File: config.mk
export PLATFORM = sky130hd
export DESIGN_NAME = alu_seq
export DESIGN_NICKNAME = d
export VERILOG_FILES = /design/src/rtl/alu_seq_pkg.sv /design/src/rtl/alu_mul_iter.sv /design/src/rtl/alu_seq.sv
export SDC_FILE = /design/constraint.sdc
export NUM_CORES = 1
export LEC_CHECK = 0
export CAP_MARGIN = 20
export CORE_UTILIZATION = 64
export CTS_BUF_LIST = sky130_fd_sc_hd__clkbuf_16
export CTS_CLUSTER_SIZE = 10
export DETAILED_ROUTE_END_ITERATION = 10
export PLACE_DENSITY = 0.89
export SLEW_MARGIN = 20
export SYNTH_ARGS = -nofsm -noshare
export SYNTH_HDL_FRONTEND = slang
export SYNTH_SLANG_ARGS = --single-unit
File: constraint.sdc
create_clock -name clk -period 7.2 [get_ports clk]
set_clock_uncertainty 0.2 [all_clocks]
set_input_delay 0.72 -clock clk [delete_from_list [all_inputs] [get_ports clk]]
set_output_delay 0.72 -clock clk [all_outputs]
set_load 0.02 [all_outputs]
File: src/rtl/alu_seq_pkg.sv
`default_nettype none
//==============================================================================
// Module   : alu_pkg
// Purpose  : Shared definitions for the alu_seq block: opcode encoding, flag
//            bit positions inside the 5-bit flags register, FSM state
//            encoding, and a helper that packs individual flag bits.
// Ports    : none (package)
// Revision : 1.0 - initial release
//==============================================================================
package alu_pkg;

    // Opcode encoding; 13..15 are reserved (result 0, flags untouched).
    typedef enum logic [3:0] {
        OP_ADD   = 4'd0,
        OP_SUB   = 4'd1,
        OP_AND   = 4'd2,
        OP_OR    = 4'd3,
        OP_XOR   = 4'd4,
        OP_NOT   = 4'd5,
        OP_LSH   = 4'd6,
        OP_ASH   = 4'd7,
        OP_ADDC  = 4'd8,
        OP_SUBC  = 4'd9,
        OP_CMP   = 4'd10,
        OP_LSR   = 4'd11,
        OP_MUL   = 4'd12,
        OP_RSV13 = 4'd13,
        OP_RSV14 = 4'd14,
        OP_RSV15 = 4'd15
    } alu_op_e;

    // Flags register layout: {C, L, F, Z, N}
    localparam int unsigned c_FLAGS_W = 5;
    localparam int unsigned c_FLAG_C  = 4;
    localparam int unsigned c_FLAG_L  = 3;
    localparam int unsigned c_FLAG_F  = 2;
    localparam int unsigned c_FLAG_Z  = 1;
    localparam int unsigned c_FLAG_N  = 0;

    // Control FSM: IDLE accepts requests, MUL runs the iterative multiplier.
    typedef enum logic [0:0] {
        ST_IDLE = 1'b0,
        ST_MUL  = 1'b1
    } alu_state_e;

    function automatic logic [c_FLAGS_W-1:0] pack_flags(
        input logic c,
        input logic l,
        input logic f,
        input logic z,
        input logic n
    );
        logic [c_FLAGS_W-1:0] v;
        v           = '0;
        v[c_FLAG_C] = c;
        v[c_FLAG_L] = l;
        v[c_FLAG_F] = f;
        v[c_FLAG_Z] = z;
        v[c_FLAG_N] = n;
        return v;
    endfunction

endpackage
`default_nettype wire

File: src/rtl/alu_mul_iter.sv
`default_nettype none
//==============================================================================
// Module   : alu_mul_iter
// Purpose  : Unsigned iterative shift-add multiplier, one multiplier bit per
//            clock, DATA_WIDTH iterations after the loading edge.
// Ports    : clk, reset   - clock, asynchronous active-high reset
//            start        - load operands (ignored while a product is running)
//            a, b         - multiplicand / multiplier
//            product      - full 2*DATA_WIDTH product, valid while done=1
//            done         - high in the cycle whose edge performs the final
//                           iteration; product already includes that step
// Revision : 1.0 - initial release
//==============================================================================
module alu_mul_iter #(
    parameter int DATA_WIDTH = 16
) (
    input  logic                    clk,
    input  logic                    reset,
    input  logic                    start,
    input  logic [DATA_WIDTH-1:0]   a,
    input  logic [DATA_WIDTH-1:0]   b,
    output logic [2*DATA_WIDTH-1:0] product,
    output logic                    done
);
    localparam int c_CNT_W = $clog2(DATA_WIDTH);

    logic                  r_run;
    logic [c_CNT_W-1:0]    r_cnt;
    logic [DATA_WIDTH-1:0] r_mcand;
    logic [DATA_WIDTH-1:0] r_hi;
    logic [DATA_WIDTH-1:0] r_lo;

    logic [DATA_WIDTH:0]     w_sum;
    logic [2*DATA_WIDTH-1:0] w_next;

    // Classic right-shifting accumulator: the multiplier occupies the low
    // half and is consumed LSB first while partial sums enter from the top.
    assign w_sum  = {1'b0, r_hi} + (r_lo[0] ? {1'b0, r_mcand} : '0);
    assign w_next = {w_sum, r_lo[DATA_WIDTH-1:1]};

    assign done    = r_run && (r_cnt == c_CNT_W'(DATA_WIDTH - 1));
    assign product = w_next;

    always_ff @(posedge clk or posedge reset) begin
        if (reset) begin
            r_run   <= 1'b0;
            r_cnt   <= '0;
            r_mcand <= '0;
            r_hi    <= '0;
            r_lo    <= '0;
        end else if (r_run) begin
            {r_hi, r_lo} <= w_next;
            r_cnt        <= r_cnt + c_CNT_W'(1);
            if (done) begin
                r_run <= 1'b0;
            end
        end else if (start) begin
            r_run   <= 1'b1;
            r_cnt   <= '0;
            r_mcand <= a;
            r_hi    <= '0;
            r_lo    <= b;
        end
    end

endmodule
`default_nettype wire

File: src/rtl/alu_seq.sv
`default_nettype none
//==============================================================================
// Module   : alu_seq
// Purpose  : Sequential ALU. Single-cycle arithmetic/logic/shift ops complete
//            one cycle after acceptance; MUL (when built in) runs on an
//            iterative multiplier and completes DATA_WIDTH+1 cycles later.
// Macro    : ALU_SEQ_MUL_EN - when defined, opcode 12 is an unsigned multiply;
//            when undefined, opcode 12 behaves as a reserved opcode and busy
//            is constant 0.
// Ports    : clk, reset   - clock, asynchronous active-high reset
//            start        - request, accepted in IDLE
//            op           - 4-bit opcode (see alu_pkg::alu_op_e)
//            a, b         - operands; b[SHAMT_W-1:0] is the shift amount
//            flag_we      - commit flags when the operation completes
//            busy         - multiply in progress, start ignored
//            done         - one-cycle completion pulse
//            result       - last result, held until the next done
//            flags        - {C, L, F, Z, N}
// Revision : 1.0 - initial release
//==============================================================================
module alu_seq
    import alu_pkg::*;
#(
    parameter int DATA_WIDTH = 16,
    parameter int SHAMT_W    = $clog2(DATA_WIDTH)
) (
    input  logic                  clk,
    input  logic                  reset,
    input  logic                  start,
    input  logic [3:0]            op,
    input  logic [DATA_WIDTH-1:0] a,
    input  logic [DATA_WIDTH-1:0] b,
    input  logic                  flag_we,
    output logic                  busy,
    output logic                  done,
    output logic [DATA_WIDTH-1:0] result,
    output logic [c_FLAGS_W-1:0]  flags
);
    localparam int c_MSB = DATA_WIDTH - 1;

    alu_state_e            r_state;
    alu_state_e            w_state_nxt;
    logic [DATA_WIDTH-1:0] r_result;
    logic [c_FLAGS_W-1:0]  r_flags;
    logic                  r_done;

    logic                  w_accept;
    logic                  w_is_mul;
    logic                  w_mul_done;
    logic [SHAMT_W-1:0]    w_shamt;
    logic                  w_cin;
    logic [DATA_WIDTH:0]   w_add_full;
    logic [DATA_WIDTH:0]   w_sub_full;
    logic [DATA_WIDTH-1:0] w_val;
    logic                  w_c;
    logic                  w_f;
    logic                  w_l;
    logic                  w_res_we;
    logic                  w_flag_ok;
    logic [c_FLAGS_W-1:0]  w_flags_new;

    assign w_accept = start && (r_state == ST_IDLE);
    assign w_shamt  = b[SHAMT_W-1:0];
    assign w_cin    = r_flags[c_FLAG_C];

    // Carry/borrow come out of bit DATA_WIDTH of a zero-extended add/sub;
    // the carry-in is only consumed by the ...C variants.
    assign w_add_full = {1'b0, a} + {1'b0, b}
                      + {{DATA_WIDTH{1'b0}}, ((op == OP_ADDC) & w_cin)};
    assign w_sub_full = {1'b0, a} - {1'b0, b}
                      - {{DATA_WIDTH{1'b0}}, ((op == OP_SUBC) & w_cin)};

    //--------------------------------------------------------------------------
    // Single-cycle datapath
    //--------------------------------------------------------------------------
    always_comb begin
        w_val     = '0;
        w_c       = 1'b0;
        w_f       = 1'b0;
        w_res_we  = 1'b1;
        w_flag_ok = 1'b1;
        case (op)
            OP_ADD, OP_ADDC: begin
                w_val = w_add_full[c_MSB:0];
                w_c   = w_add_full[DATA_WIDTH];
                w_f   = (a[c_MSB] == b[c_MSB]) && (w_val[c_MSB] != a[c_MSB]);
            end
            OP_SUB, OP_SUBC, OP_CMP: begin
                w_val    = w_sub_full[c_MSB:0];
                w_c      = w_sub_full[DATA_WIDTH];
                w_f      = (a[c_MSB] != b[c_MSB]) && (w_val[c_MSB] != a[c_MSB]);
                // CMP only reports flags; the visible result is left alone.
                w_res_we = (op != OP_CMP);
            end
            OP_AND: w_val = a & b;
            OP_OR:  w_val = a | b;
            OP_XOR: w_val = a ^ b;
            OP_NOT: w_val = ~a;
            OP_LSH: w_val = a << w_shamt;
            OP_ASH: w_val = $unsigned($signed(a) >>> w_shamt);
            OP_LSR: w_val = a >> w_shamt;
            default: begin
                // Reserved opcodes (and MUL in builds without a multiplier).
                w_val     = '0;
                w_flag_ok = 1'b0;
            end
        endcase
        w_l         = $signed(a) < $signed(b);
        w_flags_new = pack_flags(w_c, w_l, w_f, (w_val == '0), w_val[c_MSB]);
    end

    //--------------------------------------------------------------------------
    // Optional multiplier
    //--------------------------------------------------------------------------
`ifdef ALU_SEQ_MUL_EN
    logic [2*DATA_WIDTH-1:0] w_product;
    logic                    w_mul_start;
    logic                    r_mul_fwe;

    assign w_is_mul    = (op == OP_MUL);
    assign w_mul_start = w_accept && w_is_mul;
    assign busy        = (r_state == ST_MUL);

    alu_mul_iter #(
        .DATA_WIDTH (DATA_WIDTH)
    ) u_mul (
        .clk     (clk),
        .reset   (reset),
        .start   (w_mul_start),
        .a       (a),
        .b       (b),
        .product (w_product),
        .done    (w_mul_done)
    );
`else
    assign w_is_mul   = 1'b0;
    assign w_mul_done = 1'b0;
    assign busy       = 1'b0;
`endif

    //--------------------------------------------------------------------------
    // Control FSM
    //--------------------------------------------------------------------------
    always_ff @(posedge clk or posedge reset) begin
        if (reset) begin
            r_state <= ST_IDLE;
        end else begin
            r_state <= w_state_nxt;
        end
    end

    always_comb begin
        w_state_nxt = r_state;
        case (r_state)
            ST_IDLE: if (w_accept && w_is_mul) w_state_nxt = ST_MUL;
            ST_MUL:  if (w_mul_done)           w_state_nxt = ST_IDLE;
            default:                           w_state_nxt = ST_IDLE;
        endcase
    end

    //--------------------------------------------------------------------------
    // Result / flags / done registers
    //--------------------------------------------------------------------------
    always_ff @(posedge clk or posedge reset) begin
        if (reset) begin
            r_result  <= '0;
            r_flags   <= '0;
            r_done    <= 1'b0;
`ifdef ALU_SEQ_MUL_EN
            r_mul_fwe <= 1'b0;
`endif
        end else begin
            r_done <= 1'b0;
            if (w_accept && !w_is_mul) begin
                r_done <= 1'b1;
                if (w_res_we) begin
                    r_result <= w_val;
                end
                if (flag_we && w_flag_ok) begin
                    r_flags <= w_flags_new;
                end
            end
`ifdef ALU_SEQ_MUL_EN
            // flag_we belongs to the request, so hold it for the whole run.
            if (w_mul_start) begin
                r_mul_fwe <= flag_we;
            end
            if (w_mul_done) begin
                r_done   <= 1'b1;
                r_result <= w_product[c_MSB:0];
                if (r_mul_fwe) begin
                    r_flags <= pack_flags(|w_product[2*DATA_WIDTH-1:DATA_WIDTH],
                                          1'b0, 1'b0,
                                          (w_product[c_MSB:0] == '0),
                                          w_product[c_MSB]);
                end
            end
`endif
        end
    end

    assign done   = r_done;
    assign result = r_result;
    assign flags  = r_flags;

endmodule
`default_nettype wire

==> impl_metrics.tcl, run 1 <==
set metrics [dict create \
    place.gp.congestion 1.05 \
    synth_top_area_share 0.170 \
    die_area_um2 9450 \
    hold_start "result[14]$_DFFE_PP0P_" \
    grt_first_pass_wirelength_mm 33.1 \
    finalSetupTns_ns 0 \
    postRouteAntennaNets 0 \
    drt-wirelength-per-cell_um 24.0 \
    worstRegToRegCells 11 \
    min_to "result[14]$_DFFE_PP0P_" \
    nFillCells 693 \
    arrival_ns 5.11 \
    area_growth_pct 11.9 \
    diodes 0 \
    max_freq_mhz 193 \
    r2r-start "flags[4]$_DFFE_PP0P_" \
    clkPwrFrac 0.141 \
    hold_buffers 0 \
    peakVddDrop_uv 106 \
    p_seq_frac 0.194 \
    rsz0062_at_grt "no" \
    layout_setup_ws_ns 2.02 \
    ioPinCount 63 \
    r2r_end "flags[0]$_DFFE_PP0P_" \
    drt_iter0_markers 686 \
    end_kind "flip-flop" \
    relSlewSlack 0.307 \
    synthFlopType "dfrtp_1" \
    leakage_nw 2.81 \
    min_period_ns 5.18 \
    synth_cell_types 85 \
    multi_input_comb_area_um2 4840 \
    io_buffers 61 \
    max_cap_viol_count 0 \
    totalWireLength_mm 20.8 \
    syn_area_um2 5800 \
    clk_pin_slew_worst_paths_ns 0.05 \
    cts_tree "yes" \
    period_share 0.719 \
    nets 882 \
    grt.total_usage 0.440 \
    post-cts-setup-buffers 0 \
    grt_pass1_vias 6076 \
    start_util 0.662 \
    core_area_um2 8760 \
    timing.critical_path.from_type "primary input" \
    cts_resized 0 \
    p_per_area_nw_per_um2 127 \
    cts_sinks 22 \
    seq_area_um2 551 \
    row_count 34 \
    globalRouteOverflowTotal 0 \
    drv_slew 0 \
    async_reset_ff_frac 1.00 \
    clock-root-buffer "clkbuf_16" \
    cts_max_level 1 \
    die_x_um 97.2 \
    yosysWarnings 0 \
    internal_power_w 0.000448 \
    grt_max_degree 42 \
    num_vias 6276 \
    hold_class "flip-flop to flip-flop" \
    crit_start "op[2]" \
    final_cells 866 \
    syn_area_per_cell_um2 7.97 \
    via_per_inst 7.25 \
    ys_ff_latch 22 \
    worstMarginPinSlew_ns 1.04 \
    syn_inst 728 \
    pre_cts_ws_ns 1.90 \
    r2r_slack_ns 3.47 \
    cp_max_fo 24 \
    ys_seq_area_frac 0.0949 \
    drive_gt1_frac 0.0752 \
    setup_viol 0 \
    finalHoldViolCount 0 \
    synth_edf_count 0 \
    drt-pass1-iter-count 9 \
    ys_top_cells_by_area "ha_1 (17%), dfrtp_1 (9.5%), mux4_2 (7.0%)" \
    dp_hpwl_mm 16.4 \
    dp_cells 862 \
    die_h_um 97.2 \
    synthesis.nets 851 \
    swShare 0.458 \
    status "completed" \
    antenna_found_initial 0 \
    clk_path_buf_depth 2 \
    clkLatencyLatePin_ns 0.25 \
    required_ns 7.13 \
    worst-setup-path-type "primary input to flip-flop" \
    drc 0 \
    hold_path_depth 2 \
    power.switching_w 0.000378 \
    synth_largest_area_cell "ha_1" \
    pwr-share-comb 0.664 \
    cts_buffers 3 \
]
cells in the final DEF (no fill, tap or decap), drive strengths merged, types with 4 or more instances in the layout:
cell type and instances:
ha 79, inv 63, clkdlybuf4s50 60, nand2 54, o21ai 42, a21oi 40, nor2 32, dfrtp 22
nor3 22, mux2 22, mux2i 20, mux4 18, nor2b 16, nand3 16, o22ai 14, nand4 14
nand2b 13, o211ai 13, and3 12, a211oi 12, a21o 11, xnor2 11, and2 10, a22oi 7
xor2 7, or3 7, a311oi 7, buf 7, nor4 6, a31oi 6, o221ai 5, o21a 5
a221oi 5, o31ai 5, a221o 4, fa 4, a2111oi 4
cell families after synthesis:
family / share of synthesized area
DFF: 0.0949
and+or+nand+nor: 0.197
buffers and inverters: 0.0731
adders and majority gates: 0.184
muxes: 0.151
other: 0.000647
AOI/OAI and AO/OA: 0.268
xor gates and xnor gates: 0.0311
metrics by stage:
| stage | instance area (um^2) | utilization | hold slack, ns | power, W |
|---|---|---|---|---|
| finish | 6490 | 0.741 | 0.289 | 0.000826 |
| detailed placement | 6410 | 0.732 | 0.275 | 0.000689 |
| global route | 6490 | 0.741 | 0.309 | 0.000868 |
| floorplan | 5800 | - | 0.390 | 0.000510 |
| global placement | 6410 | 0.731 | 0.260 | 0.000674 |
| CTS | 6490 | 0.741 | 0.287 | 0.000805 |
sequential cells by signal, indices dropped and copies added (netlist names):
name / flops
done: 1
flags: 5
result: 16
synth_stat cells (15+ instances only):
cell / instances
mux4_2: 18
nor3_1: 22
mux2i_1: 20
nor2b_1: 16
nand2_1: 54
o21ai_0: 28
clkbuf_1: 22
inv_1: 60
nor2_1: 32
a21oi_1: 40
ha_1: 79
nand3_1: 16
buf_2: 15
dfrtp_1: 22
layout make-up:
type,count,share of cell area
repair buffers,67,0.100
clock inverters,1,0.000578
flip-flops and latches,22,0.0848
multi-input cells,602,0.746
clock buffers,3,0.0116
well taps,108,0.0208
inverters,63,0.0364
worst max-delay path by stage:
stage | cells after the start | end | slack, ns
CTS | 13 | flags[0]$_DFFE_PP0P_ | 2.13
detailed placement | 13 | flags[0]$_DFFE_PP0P_ | 1.90
floorplan | 14 | flags[1]$_DFFE_PP0P_ | 3.23
finish | 13 | flags[0]$_DFFE_PP0P_ | 2.02
global route | 13 | flags[0]$_DFFE_PP0P_ | 1.83
global placement | 13 | flags[1]$_DFFE_PP0P_ | 2.14
worst max-delay path: stages:
cell             delay [ns]
clkdlybuf4s50_1        0.84
nor2b_1                0.60
nand3_1                0.18
fa_1                   0.45
ha_1                   0.30
o21ai_1                0.11
a311oi_2               0.42
and3_1                 0.30
nor2_1                 0.07
a311oi_1               0.44
xnor2_1                0.18
o211ai_1               0.17
mux2_2                 0.32
per-layer routing:
| layer | vias up | routed length [um] | track usage |
|---|---|---|---|
| li1 | 2800 | - | - |
| met1 | 2914 | 8010 | 0.577 |
| met2 | 452 | 9070 | 0.700 |
| met3 | 110 | 2430 | 0.0899 |
| met4 | 0 | 1250 | 0.188 |
| met5 | - | 0 | 0 |
power groups by stage:
stage	combinational [W]	sequential, W	clock [W]
global route	0.000583	0.000163	0.000122
detailed placement	0.000527	0.000162	0
global placement	0.000514	0.000160	0
floorplan	0.000323	0.000187	0
finish	0.000549	0.000160	0.000117
CTS	0.000530	0.000160	0.000115
No activity file was read; power rests on OpenSTA's default activity.
==> inputs of run 2 (changes only) <==
Settings changed: CORE_UTILIZATION 64 to 59, PLACE_DENSITY 0.89 to 0.83.
Clock period 7.2 ns to 5.4 ns, I/O delays scaled along.
==> run 2 against run 1 <==
- critical endpoint is now flags[1]$_DFFE_PP0P_
- largest cell class unchanged
- largest power group unchanged
- hold slack got worse by 0.014 ns
- flip-flop and latch count unchanged
- utilization down 3.6 points
==> impl_metrics.tcl, run 2 (synthesis gave the netlist of run 1 again) <==
set metrics [dict create \
    status "completed" \
    p_per_area_nw_per_um2 167 \
    cp_max_fo 6 \
    dp_hpwl_mm 17.0 \
    cts_resized 0 \
    drt-wirelength-per-cell_um 23.5 \
    hold_buffers 0 \
    clk_pin_slew_worst_paths_ns 0.05 \
    drv_slew 0 \
    finalSetupTns_ns 0 \
    largest_reg_flops 16 \
    relSlewSlack 0.385 \
    globalRouteOverflowTotal 0 \
    hold_slack_ns 0.274 \
    postRouteAntennaNets 0 \
    core_area_um2 9370 \
    clkLatencyLatePin_ns 0.25 \
    io_buffers 61 \
    worstMarginPinSlew_ns 0.920 \
    drive_gt1_frac 0.0882 \
    worst-setup-path-type "primary input to flip-flop" \
    drt-pass1-iter-count 6 \
    required_ns 5.36 \
    leakage_nw 2.87 \
    die_area_um2 10200 \
    row_count 35 \
    clock-root-buffer "clkbuf_16" \
    antenna_found_initial 0 \
    hold_start "result[7]$_DFFE_PP0P_" \
    cts_max_level 1 \
    grt.total_usage 0.426 \
    die_h_um 101 \
    timing.critical_path.from_type "primary input" \
    totalWireLength_mm 21.1 \
    arrival_ns 4.46 \
    nets 896 \
    grt_pass1_vias 6120 \
    ioPinCount 63 \
    crit_start "op[3]" \
    num_vias 6355 \
    start_util 0.619 \
    final_common_cell "ha_1" \
    cts_tree "yes" \
    max_cap_viol_count 0 \
    peakVddDrop_uv 149 \
    r2r-start "flags[4]$_DFFE_PP0P_" \
    worstRegToRegCells 11 \
    finalHoldViolCount 0 \
    grt_first_pass_wirelength_mm 33.1 \
    drt_iter0_markers 591 \
    cts_buffers 3 \
    max_freq_mhz 222 \
    drc 0 \
    period_share 0.833 \
    hold_path_depth 2 \
    min_period_ns 4.50 \
    hold_class "flip-flop to flip-flop" \
    setup_viol 0 \
    area_growth_pct 13.9 \
    end_kind "flip-flop" \
    via_per_inst 7.06 \
    grt_max_degree 33 \
    post-cts-setup-buffers 0 \
    cts_sinks 22 \
    clk_path_buf_depth 2 \
    diodes 0 \
    die_x_um 101 \
    place.gp.congestion 1.11 \
    final_core_util 0.705 \
    rsz0062_at_grt "no" \
    layout_common_cells "ha_1 (79), inv_1 (60), clkdlybuf4s50_1 (60)" \
]
## run 2: changes by cell type in the layout (fill, tap and decap cells not counted), sizes merged
| cell | delta |
|---|---|
| clkinv | -1 |
| buf | +14 |
## run 2: final timing paths
kind	endpoint	slack, ns
worst max-delay path	flags[1]$_DFFE_PP0P_	0.90
worst min-delay path	result[7]$_DFFE_PP0P_	0.27
worst max register to register	flags[1]$_DFFE_PP0P_	1.55
worst min register to register	result[7]$_DFFE_PP0P_	0.27
max in group asynchronous	result[6]$_DFFE_PP0P_	3.97
min in group asynchronous	flags[4]$_DFFE_PP0P_	0.55
## run 2: area by class of cell
type | count | area [um^2]
Multi-Input combinational cell | 602 | 4820
Fill cell | 784 | 2770
Timing Repair Buffer | 81 | 756
Sequential cell | 22 | 551
Inverter | 63 | 236
Tap cell | 129 | 161
Clock buffer | 3 | 75.1
## run 2: critical path, cell delays in order
cell and delay [ns]:
clkdlybuf4s50_1 0.46, nor2b_1 0.37, nand3_1 0.17, fa_1 0.44, fa_1 0.45, o211ai_1 0.31, a211oi_1 0.13, a211oi_1 0.46
a2111o_1 0.28, nand3_1 0.09, a311oi_1 0.40, nand4_1 0.16, o31ai_2 0.20
## run 2: where the power goes
part | switching [W] | total [W] | internal (W)
registers | 0.0000194 | 0.000214 | 0.000195
logic | 0.000429 | 0.000738 | 0.000309
clock network | 0.0000506 | 0.000148 | 0.0000975
total | 0.000499 | 0.00110 | 0.000602
## run 2: per-stage QoR
stage	cell area [um^2]	setup slack, ns	instances	power, W
2_1_floorplan	5800	1.61	728	0.000680
3_3_place_gp	6530	0.837	897	0.000910
3_5_place_dp	6530	0.746	897	0.000930
4_1_cts	6600	1.01	900	0.00108
5_1_grt	6600	0.788	900	0.00116
6_report	6600	0.904	900	0.00110
## run 2: metal layers
layer  up-vias  GRT usage  wire (um)
met2       443      0.716       9900
li1       2827          -          -
met3        98     0.0683       2300
met5         -          0          0
met4         0      0.195       1080
met1      2987      0.537       7870
==> RTL edit (config.mk and constraints of run 2) <==
The option `ALU_SEQ_MUL_EN` is turned on by a define.
--- a/src/rtl/alu_seq.sv
+++ b/src/rtl/alu_seq.sv
@@ -20,2 +20,4 @@
 //==============================================================================
+`define ALU_SEQ_MUL_EN
+
 module alu_seq
Behaviour: not the same (Yosys sat finds a counterexample within 4 cycles, from zero or initial values and one cycle with reset high).
==> RTL edit against run 2 <==
Critical endpoint is now flags[1]; highest routed layer unchanged; non-clock buffer count increased by 20; sequential cell count up 55; setup slack improved by 0.028 ns; sequential power rose to 4.6 times the old value; largest power group unchanged; synthesized area rose by 56%; wire length rose by 51%; critical path depth rose by 2; clock power rose to 5.1 times the old value; largest cell class unchanged; count of clock-buffer cells in the layout grew 6; combinational power increased by 92%; die area increased by 54%; power grew to 2.9 times the old value; final area is 55% higher.
==> RTL edit: results <==
group,metric,value,unit
critical_path,r2r-end,"flags[4]",
synth,ys_seq_area_share,21.3,%
critical_path,critPathLaunch,"op[1]",
clocking,htree_levels,3,
min_path,hold_path.startpoint,"u_mul.r_cnt[3]",
global_routing,antenna_found_initial,0,
synth,yosysWarnings,0,
min_path,hold_path_depth,1,
synth,syn_area_per_cell,8.06,µm²
placed_design,place_area,0.00987,mm²
synth,synth_area_leaders,"dfrtp_1 21%, ha_1 13%, nand2_1 4.8%",
cells_and_area,n_antenna_cell,0,
critical_path,r2r-start,"u_mul.r_lo[0]",
global_routing,track_usage,41.0,%
global_routing,grt_pass1_vias,8647,
critical_path,rrSetupSlack,1.00,ns
route,vias,9259,
placed_design,place.gp.congestion,1.04,
critical_path,endpoint,"flags[1]",
critical_path,reg2reg_depth,12,
global_routing,grt_start_max_net_pins,70,
critical_path,crit_type,"in -> reg",
critical_path,path_max_fanout,9,
synth,synthTopCellsByCount,"115 x nand2_1, 96 x ha_1, 86 x nor2_1, 85 x o21ai_0, 77 x dfrtp_1",
critical_path,slowest_stage,"clkdlybuf4s50_1",
timing,whs,0.280,ns
timing,worst_pin_slew,0.931,ns
synth,async_flop_share,100,%
global_routing,grt_pass1_wl,49600,µm
clocking,cts.clk_slew.worst_paths,0.07,ns
power_and_ir_drop,leakagePower,4.54,nW
synth,synth_fp_nets,1261,
route,dr.pass1.iters,6,
placed_design,portBuffers,62,
route,vias_per_cell,6.87,
min_path,hold_path_class,"reg -> reg",
route,wirelength,32000,µm
critical_path,worstPathArrival,4.53,ns
min_path,min_to,"u_mul.r_cnt[3]",
cells_and_area,drive_above_1_share,10.5,%
power_and_ir_drop,peakVddDrop,231,µV
run_status,status,"complete, no violations",
clocking,cts_buffers,9,
clocking,root_buffer,"clkbuf_16",
route,drt_iter0_markers,1163,
synth,synth_cell_types,74,
timing,fin_crit_sh,82.7,%
clocking,clockBufferDepth,2,
clocking,cts_resized,0,
clocking,clock_latency,0.34,ns
clocking,cts_setup_buffers,0,
critical_path,cp_top_family,"compound AO/OA/AOI/OAI gates",
placed_design,dp_slack,0.649,ns
placed_design,dpl.hpwl,24000,µm
critical_path,max_stage_delay,0.57,ns
synth,synth_ff_type,"dfrtp_1",
## RTL edit: cell types whose count changed after synthesis, sizes merged, moves of 8 or more
cell    change
a21oi      +29
ha         +17
nand2      +62
dfrtp      +55
mux2        +8
clkbuf     +32
and2       +15
xnor2      +12
nand3       +9
o21ai      +43
nor2       +54
## RTL edit: power breakdown
| part | switching (mW) | leakage [nW] | internal, mW |
|---|---|---|---|
| Combinational | 0.818 | 3.37 | 0.604 |
| Sequential | 0.201 | 0.986 | 0.787 |
| Clock | 0.252 | 0.176 | 0.501 |
| Total | 1.27 | 4.54 | 1.89 |
## RTL edit: kinds of logic (layout without fill, tap and decap cells)
| family | after synthesis | count (layout) | synth area share [%] |
|---|---|---|---|
| AND/OR/NAND/NOR | 379 | 379 | 20.8 |
| AO/OA/AOI/OAI | 318 | 318 | 23.0 |
| buffers and inverters | 137 | 180 | 5.86 |
| adder cells (fa/ha/maj) | 101 | 101 | 14.4 |
| flip-flops | 77 | 77 | 21.3 |
| multiplexers | 75 | 75 | 11.4 |
| XOR/XNOR | 33 | 33 | 3.20 |
## RTL edit: area by class of cell
cell class / instances / area [µm²]
clock buffer: 9 / 225
clock inverter: 7 / 145
fill: 1262 / 4510
inverter: 63 / 238
multi-input combinational: 906 / 6570
sequential: 77 / 1930
tap: 184 / 230
timing repair buffer: 101 / 908
## RTL edit: layer usage
| layer | routed length [µm] | vias up | GRT usage (%) | share of wire (%) |
|---|---|---|---|---|
| met5 | 0 | - | 0 | 0 |
| met4 | 2080 | 0 | 24.2 | 6.5 |
| met3 | 3230 | 114 | 7.56 | 10 |
| met2 | 13500 | 616 | 59.7 | 42 |
| met1 | 13200 | 4363 | 56.7 | 41 |
| li1 | - | 4166 | - | - |
